<file path="src/rtl/mini_cpu_pkg.sv">
// Shared types and constants for the mini CPU: instruction layout, opcodes, default widths.
// Latency: none (declarations only).
// Backpressure: not applicable.
package mini_cpu_pkg;

  // Default datapath widths used by the CPU blocks.
  localparam int DEFAULT_PC_WIDTH    = 4;
  localparam int DEFAULT_INSTR_WIDTH = 16;
  localparam int DEFAULT_REG_WIDTH   = 8;

  // Opcode encodings carried in the top nibble of each instruction.
  localparam logic [3:0] OP_ADD   = 4'b0000;
  localparam logic [3:0] OP_SUB   = 4'b0001;
  localparam logic [3:0] OP_AND   = 4'b0010;
  localparam logic [3:0] OP_OR    = 4'b0011;
  localparam logic [3:0] OP_XOR   = 4'b0100;
  localparam logic [3:0] OP_SHL   = 4'b0101;
  localparam logic [3:0] OP_SHR   = 4'b0110;
  localparam logic [3:0] OP_MOV   = 4'b0111;
  localparam logic [3:0] OP_LOAD  = 4'b1000;
  localparam logic [3:0] OP_STORE = 4'b1001;

  // 16-bit instruction word: {opcode, rd, rs1, rs2}.
  typedef struct packed {
    logic [3:0] opcode;
    logic [3:0] rd;
    logic [3:0] rs1;
    logic [3:0] rs2;
  } instr_t;

  // Fetch front-end control states.
  typedef enum logic {
    FETCH = 1'b0,
    DRAIN = 1'b1
  } fetch_state_t;

endpackage

</file>
<file path="src/rtl/fetch_fifo.sv">
// Synchronous FIFO with push, pop, flush, occupancy count and a register-array head.
// Latency: a push at cycle t is visible at the head at t+1 (no bypass).
// Backpressure: pushes while full and pops while empty are ignored; flush overrides both.
module fetch_fifo #(
  parameter int DATA_WIDTH = 20,
  parameter int DEPTH      = 4
) (
  input  logic                         clk,
  input  logic                         reset,
  input  logic                         push,
  input  logic [DATA_WIDTH-1:0]        push_data,
  input  logic                         pop,
  input  logic                         flush,
  output logic [DATA_WIDTH-1:0]        head,
  output logic                         empty,
  output logic [$clog2(DEPTH+1)-1:0]   count
);

  localparam int PTR_W = $clog2(DEPTH);
  localparam int CNT_W = $clog2(DEPTH + 1);

  logic [DATA_WIDTH-1:0] mem [DEPTH];
  logic [PTR_W-1:0]      wr_ptr;
  logic [PTR_W-1:0]      rd_ptr;
  logic                  full;
  logic                  do_push;
  logic                  do_pop;

  assign empty   = (count == '0);
  assign full    = (count == CNT_W'(DEPTH));
  assign do_push = push && !full;
  assign do_pop  = pop && !empty;
  assign head    = mem[rd_ptr];

  // Pointers wrap naturally because DEPTH is a power of two; flush empties the queue.
  always_ff @(posedge clk) begin
    if (reset || flush) begin
      wr_ptr <= '0;
      rd_ptr <= '0;
      count  <= '0;
    end else begin
      if (do_push) wr_ptr <= wr_ptr + PTR_W'(1);
      if (do_pop)  rd_ptr <= rd_ptr + PTR_W'(1);
      count <= count + CNT_W'(do_push) - CNT_W'(do_pop);
    end
  end

  // Storage array; only accepted pushes write, contents need no reset.
  always_ff @(posedge clk) begin
    if (do_push && !flush) mem[wr_ptr] <= push_data;
  end

  // The producer is expected to hold its own credit and never push into a full queue.
  assert property (@(posedge clk) disable iff (reset) !(push && full && !flush))
    else $error("fetch_fifo: push while full");

endmodule

</file>
<file path="src/rtl/instr_fetch_queue.sv">
// Instruction fetch front end: in-order requests to variable-latency imem, PC-tagged queue, redirect flush.
// Latency: request to out_valid is 2 cycles minimum with a 1-cycle memory; redirect clears out_valid next cycle.
// Backpressure: requests throttled by queue credit (occupancy + outstanding < FIFO_DEPTH); head held while !out_ready.
// Optional: define FETCH_STALL_CNT_EN to add the stall_cycles starvation counter port.
module instr_fetch_queue
  import mini_cpu_pkg::*;
#(
  parameter int PC_WIDTH    = DEFAULT_PC_WIDTH,
  parameter int INSTR_WIDTH = DEFAULT_INSTR_WIDTH,
  parameter int FIFO_DEPTH  = 4
) (
  input  logic                   clk,
  input  logic                   reset,
  output logic                   mem_req_valid,
  input  logic                   mem_req_ready,
  output logic [PC_WIDTH-1:0]    mem_req_addr,
  input  logic                   mem_rsp_valid,
  input  logic [INSTR_WIDTH-1:0] mem_rsp_data,
  input  logic                   redirect_valid,
  input  logic [PC_WIDTH-1:0]    redirect_pc,
  output logic                   out_valid,
  input  logic                   out_ready,
  output logic [INSTR_WIDTH-1:0] out_instr,
`ifdef FETCH_STALL_CNT_EN
  output logic [PC_WIDTH-1:0]    out_pc,
  output logic [15:0]            stall_cycles
`else
  output logic [PC_WIDTH-1:0]    out_pc
`endif
);

  localparam int CNT_W = $clog2(FIFO_DEPTH + 1);

  // Queue entry: returned instruction plus the PC it was fetched from.
  typedef struct packed {
    logic [INSTR_WIDTH-1:0] instr;
    logic [PC_WIDTH-1:0]    pc;
  } fq_entry_t;

  localparam int ENTRY_W = $bits(fq_entry_t);

  if (FIFO_DEPTH < 2 || (FIFO_DEPTH & (FIFO_DEPTH - 1)) != 0) begin : g_bad_depth
    $error("instr_fetch_queue: FIFO_DEPTH must be a power of two and at least 2");
  end

  fetch_state_t          state;
  fetch_state_t          state_nxt;
  logic [PC_WIDTH-1:0]   fetch_pc;
  logic [PC_WIDTH-1:0]   fetch_pc_nxt;
  logic [PC_WIDTH-1:0]   rsp_pc;
  logic [PC_WIDTH-1:0]   rsp_pc_nxt;
  logic [CNT_W-1:0]      outstanding;
  logic [CNT_W-1:0]      outstanding_nxt;
  logic [CNT_W-1:0]      discard;
  logic [CNT_W-1:0]      discard_nxt;

  logic                  req_hs;
  logic                  rsp_take;
  logic                  credit_ok;
  logic [CNT_W:0]        credit_sum;

  logic                  fifo_push;
  logic                  fifo_pop;
  logic                  fifo_flush;
  logic                  fifo_empty;
  logic [CNT_W-1:0]      fifo_count;
  fq_entry_t             push_entry;
  fq_entry_t             head_entry;

  // Credit counts both queued entries and requests whose data is still on its way.
  assign credit_sum    = {1'b0, fifo_count} + {1'b0, outstanding};
  assign credit_ok     = credit_sum < (CNT_W + 1)'(FIFO_DEPTH);
  assign mem_req_valid = !reset && (state == FETCH) && credit_ok;
  assign mem_req_addr  = fetch_pc;
  assign req_hs        = mem_req_valid && mem_req_ready;
  // A response with nothing outstanding is a protocol error and is ignored.
  assign rsp_take      = mem_rsp_valid && (outstanding != '0);

  assign push_entry    = '{instr: mem_rsp_data, pc: rsp_pc};
  assign out_valid     = !reset && !fifo_empty;
  assign out_instr     = out_valid ? head_entry.instr : '0;
  assign out_pc        = out_valid ? head_entry.pc : '0;
  assign fifo_pop      = out_valid && out_ready;

  fetch_fifo #(
    .DATA_WIDTH (ENTRY_W),
    .DEPTH      (FIFO_DEPTH)
  ) u_fifo (
    .clk       (clk),
    .reset     (reset),
    .push      (fifo_push),
    .push_data (push_entry),
    .pop       (fifo_pop),
    .flush     (fifo_flush),
    .head      (head_entry),
    .empty     (fifo_empty),
    .count     (fifo_count)
  );

  // Next-state logic: redirect wins over everything, otherwise FETCH keeps responses and DRAIN drops them.
  always_comb begin
    state_nxt       = state;
    fetch_pc_nxt    = fetch_pc;
    rsp_pc_nxt      = rsp_pc;
    discard_nxt     = discard;
    fifo_push       = 1'b0;
    fifo_flush      = 1'b0;
    outstanding_nxt = outstanding + CNT_W'(req_hs) - CNT_W'(rsp_take);

    if (redirect_valid) begin
      // Everything still in flight after this cycle belongs to the old stream.
      fifo_flush   = 1'b1;
      fetch_pc_nxt = redirect_pc;
      rsp_pc_nxt   = redirect_pc;
      discard_nxt  = outstanding_nxt;
      state_nxt    = (outstanding_nxt != '0) ? DRAIN : FETCH;
    end else begin
      case (state)
        FETCH: begin
          if (req_hs) fetch_pc_nxt = fetch_pc + PC_WIDTH'(1);
          if (rsp_take) begin
            fifo_push  = 1'b1;
            rsp_pc_nxt = rsp_pc + PC_WIDTH'(1);
          end
        end
        DRAIN: begin
          if (rsp_take) begin
            discard_nxt = discard - CNT_W'(1);
            if (discard == CNT_W'(1)) state_nxt = FETCH;
          end
        end
      endcase
    end
  end

  // Control state register.
  always_ff @(posedge clk) begin
    if (reset) begin
      state       <= FETCH;
      fetch_pc    <= '0;
      rsp_pc      <= '0;
      outstanding <= '0;
      discard     <= '0;
    end else begin
      state       <= state_nxt;
      fetch_pc    <= fetch_pc_nxt;
      rsp_pc      <= rsp_pc_nxt;
      outstanding <= outstanding_nxt;
      discard     <= discard_nxt;
    end
  end

`ifdef FETCH_STALL_CNT_EN
  logic [15:0] stall_cnt;

  // Count FETCH cycles where execute is ready but starved; saturates, cleared only by reset.
  always_ff @(posedge clk) begin
    if (reset) begin
      stall_cnt <= '0;
    end else if ((state == FETCH) && out_ready && !out_valid && (stall_cnt != 16'hFFFF)) begin
      stall_cnt <= stall_cnt + 16'd1;
    end
  end

  assign stall_cycles = reset ? 16'd0 : stall_cnt;
`endif

  assert property (@(posedge clk) disable iff (reset) !(mem_rsp_valid && (outstanding == '0)))
    else $error("instr_fetch_queue: memory response with no request outstanding");

  assert property (@(posedge clk) disable iff (reset) (discard <= outstanding))
    else $error("instr_fetch_queue: discard count exceeds outstanding requests");

endmodule

</file>
<file path="config.mk">
export PLATFORM = sky130hd
export DESIGN_NAME = instr_fetch_queue
export DESIGN_NICKNAME = d
export VERILOG_FILES = /design/src/rtl/mini_cpu_pkg.sv /design/src/rtl/fetch_fifo.sv /design/src/rtl/instr_fetch_queue.sv
export SDC_FILE = /design/constraint.sdc
export NUM_CORES = 1
export LEC_CHECK = 0
export BUFFER_PORTS_ARGS = -buffer_cell sky130_fd_sc_hd__buf_2
export CAP_MARGIN = 5
export CORE_MARGIN = 8
export CORE_UTILIZATION = 52
export DETAILED_ROUTE_END_ITERATION = 12
export GPL_TIMING_DRIVEN = 0
export HOLD_SLACK_MARGIN = 0.15
export PLACE_DENSITY = 0.87
export RECOVER_POWER = 100
export SLEW_MARGIN = 0
export SYNTH_ARGS = -nofsm -noshare
export SYNTH_HDL_FRONTEND = slang
export SYNTH_SLANG_ARGS = --single-unit
</file>
<file path="constraint.sdc">
create_clock -name clk -period 2.5 [get_ports clk]
set_input_delay 0.5 -clock clk [delete_from_list [all_inputs] [get_ports clk]]
set_output_delay 0.5 -clock clk [all_outputs]
set_load 0.05 [all_outputs]
</file>
==> reports/qor.yml <==
clocking:
  clkTransAtPathRegs_ns: 0.11
  clockBufferDepth: 2
  cts_hold_buf: 0
  cts_sinks: 104
  numCtsBuffers: 9
  cts_tree: "built"
  htree_levels: 3
  cts-root-buf: "clkbuf_8"
  clk_latency_ns: 0.37
status:
  outcome: "finished, violations left"
  violations: "setup timing"
layout:
  area_growth_pct: 17.42
  postLayoutCoreUtil: 0.6283
  antenna_cells: 0
  final_common_cell: "edfxtp_1"
  mostFrequentLayoutCells: "80 x edfxtp_1, 25 x buf_2, 22 x nor2b_1"
  nNetsFinal: 380
  final_cell_area_um2: 5136
  drive_gt1_frac: 0.3236
timing:
  hold-worst-slack_ns: 0.3906
  layout_setup_ws_ns: -0.1821
  finalMaxSlewViolations: 0
  final.min_clock_period_ns: 2.682
  setup_tns_ns: -0.3806
  finalClockSkew_ns: 0.01774
  fmax_mhz: 372.8
  setup_viol: 3
  slew-limit-headroom: 0.6001
  worst_pin_slew_ns: 0.5952
  rsz0062_at_grt: "yes"
  final-hold-violation-count: 0
  final.period_utilization: 1.073
yosys:
  synthCells: 270
  synth_edf_count: 80
  async_reset_ff_frac: 0
  post_synth.cell_area_avg_um2: 16.20
  yosysUniqueCellTypes: 39
  synth_warnings: 0
  synth-seq-cells: 104
  syn_area_um2: 4374
  synthFlopType: "edfxtp_1"
  synth_nets: 312
  seq_area_frac_synth: 0.6590
critical_path:
  r2r-end: "discard[2]"
  critical_path.endpoint_type: "flip-flop"
  worstSetupPathType: "flip-flop to flip-flop"
  critPathMaxStageDelay_ns: 0.37
  cp_common_cell: "ha_4"
  critPathLaunch: "u_fifo.count[2]"
  cp-start-kind: "flip-flop"
  cp.buffers_inverters: 3
  reg2reg_slack_ns: -0.18
  reg2reg_from: "u_fifo.count[2]"
  worstPathCellList: "ha_4, nor4_4, and4_4, inv_4, ha_4, inv_2, ha_4, fa_2, xor2_2, xnor2_2, buf_4, o21ai_2, a21oi_1"
  crit_fanout: 3
  cp_top_family: "adder cells"
  r2r_cells: 13
  worst_path_max_delay_cell: "dfxtp_4"
  arrival_ns: 2.92
  crit_required_ns: 2.74
power_and_ir_drop:
  power_density_nw_per_um2: 762.5
  finalPower_uw: 3916
  peakVddDrop_uv: 451.5
  power.leakage_uw: 0.001768
min_path:
  hold_depth: 1
  hp-class: "input port to flip-flop"
  min_from: "mem_rsp_data[14]"
  holdPathEnd: "u_fifo.mem[3][18]"
job:
  max_cap_violations: 0
global_route:
  grt_pass1_wl_mm: 13.17
  first_global_vias: 2579
  antenna_found_initial: 0
  grt-ovfl-total: 0
  grtUsageTotal: 0.1482
  grt_start_max_net_pins: 21
route:
  remaining_drc_errors: 0
  drt_first_pass_iters: 4
  avgViaCountPerCell: 5.540
  wirelength_mm: 8.410
  antenna_left: 0
  drtIter0Drc: 112
  vias: 2482
  wire_per_inst_um: 18.77
floorplanning:
  die_w_um: 107.7
  row_count: 33
  initial_core_util: 0.5350
  coreArea_um2: 8175
  io_pins: 52
  die_h_um: 107.7
  die_area_um2: 11600
placed_design:
  place_area_um2: 4786
  place_congestion: 0.7969
  dpl.hpwl_mm: 5.622
  portBuffers: 50
logic make-up (layout without fill, tap and decap cells):
kind of cell               count (synthesis)  after routing  synth area share
xor gates and xnor gates                  14             14           0.02803
buffers and inverters                     26             99           0.02374
muxes                                     22             22            0.1076
adders and majority gates                 16             16           0.04920
DFF                                      104            104            0.6590
and+or+nand+nor                           63             63           0.08696
AOI/OAI and AO/OA                         25             25           0.04548
metrics by stage:
step,setup WS (ns),instances
4_1_cts,-0.2199,446
2_1_floorplan,-0.04350,270
3_5_place_dp,-0.3679,425
5_1_grt,-0.2612,448
3_3_place_gp,-0.2742,425
6_report,-0.1821,448
per-layer routing:
metal	routed length (µm)	vias to the layer above	global-route usage
li1	-	1144	-
met4	140	0	0.04856
met5	0	-	0
met2	4397	81	0.2548
met3	552	15	0.03832
met1	3319	1242	0.1767
cells in the mapped netlist (all sizes together), types with 2 or more instances:
library cell / instances / area share
a21boi: 8 / 0.015
a21oi: 5 / 0.0057
and2: 5 / 0.0072
and3: 3 / 0.0043
buf: 3 / 0.0040
clkbuf: 6 / 0.0051
dfxtp: 24 / 0.11
edfxtp: 80 / 0.55
fa: 2 / 0.0092
ha: 14 / 0.040
inv: 17 / 0.015
mux2i: 2 / 0.0046
mux4: 20 / 0.10
nand2: 6 / 0.0051
nand3: 2 / 0.0023
nor2: 8 / 0.0069
nor2b: 22 / 0.031
nor3: 6 / 0.0069
nor3b: 2 / 0.0034
nor4: 2 / 0.0063
o21a: 4 / 0.0069
o21ai: 2 / 0.0023
o31a: 2 / 0.0040
xnor2: 12 / 0.024
xor2: 2 / 0.0040
sequential cells by signal, summed over array words and instances, names as in the netlist, named ones only:
signal         flops
outstanding        3
discard            3
u_fifo.wr_ptr      2
u_fifo.rd_ptr      2
rsp_pc             4
state              1
u_fifo.mem        80
u_fifo.count       3
mem_req_addr       4
worst max path at each step:
stage | slack [ns] | depth (start not counted) | endpoint
finish | -0.18 | 13 | discard[2]
global route | -0.26 | 13 | discard[2]
CTS | -0.22 | 13 | discard[2]
detailed placement | -0.37 | 12 | state
global placement | -0.27 | 12 | state
floorplan | -0.04 | 12 | state
where the power goes:
part	switching [µW]	internal, µW	leakage, µW
clock	607	393	0.000101
combinational	449	403	0.000743
sequential	90.5	1970	0.000923
total	1150	2770	0.00177
final cells by class:
cell class / count / area (µm²)
tap: 105 / 131.4
clock buffer: 9 / 123.9
clock inverter: 7 / 73.82
inverter: 17 / 66.31
buffer: 9 / 50.05
multi-input combinational: 140 / 1491
timing repair buffer: 57 / 304.0
fill: 587 / 3039
sequential: 104 / 2895
repair_timing:
item                                    in CTS  in global routing
gates resized for setup                     23                 15
endpoints found under the setup margin      23                 23
pin swaps                                    9                  7
buffers inserted                             5                  2
Note: power is estimated with default switching activity, not from simulation.
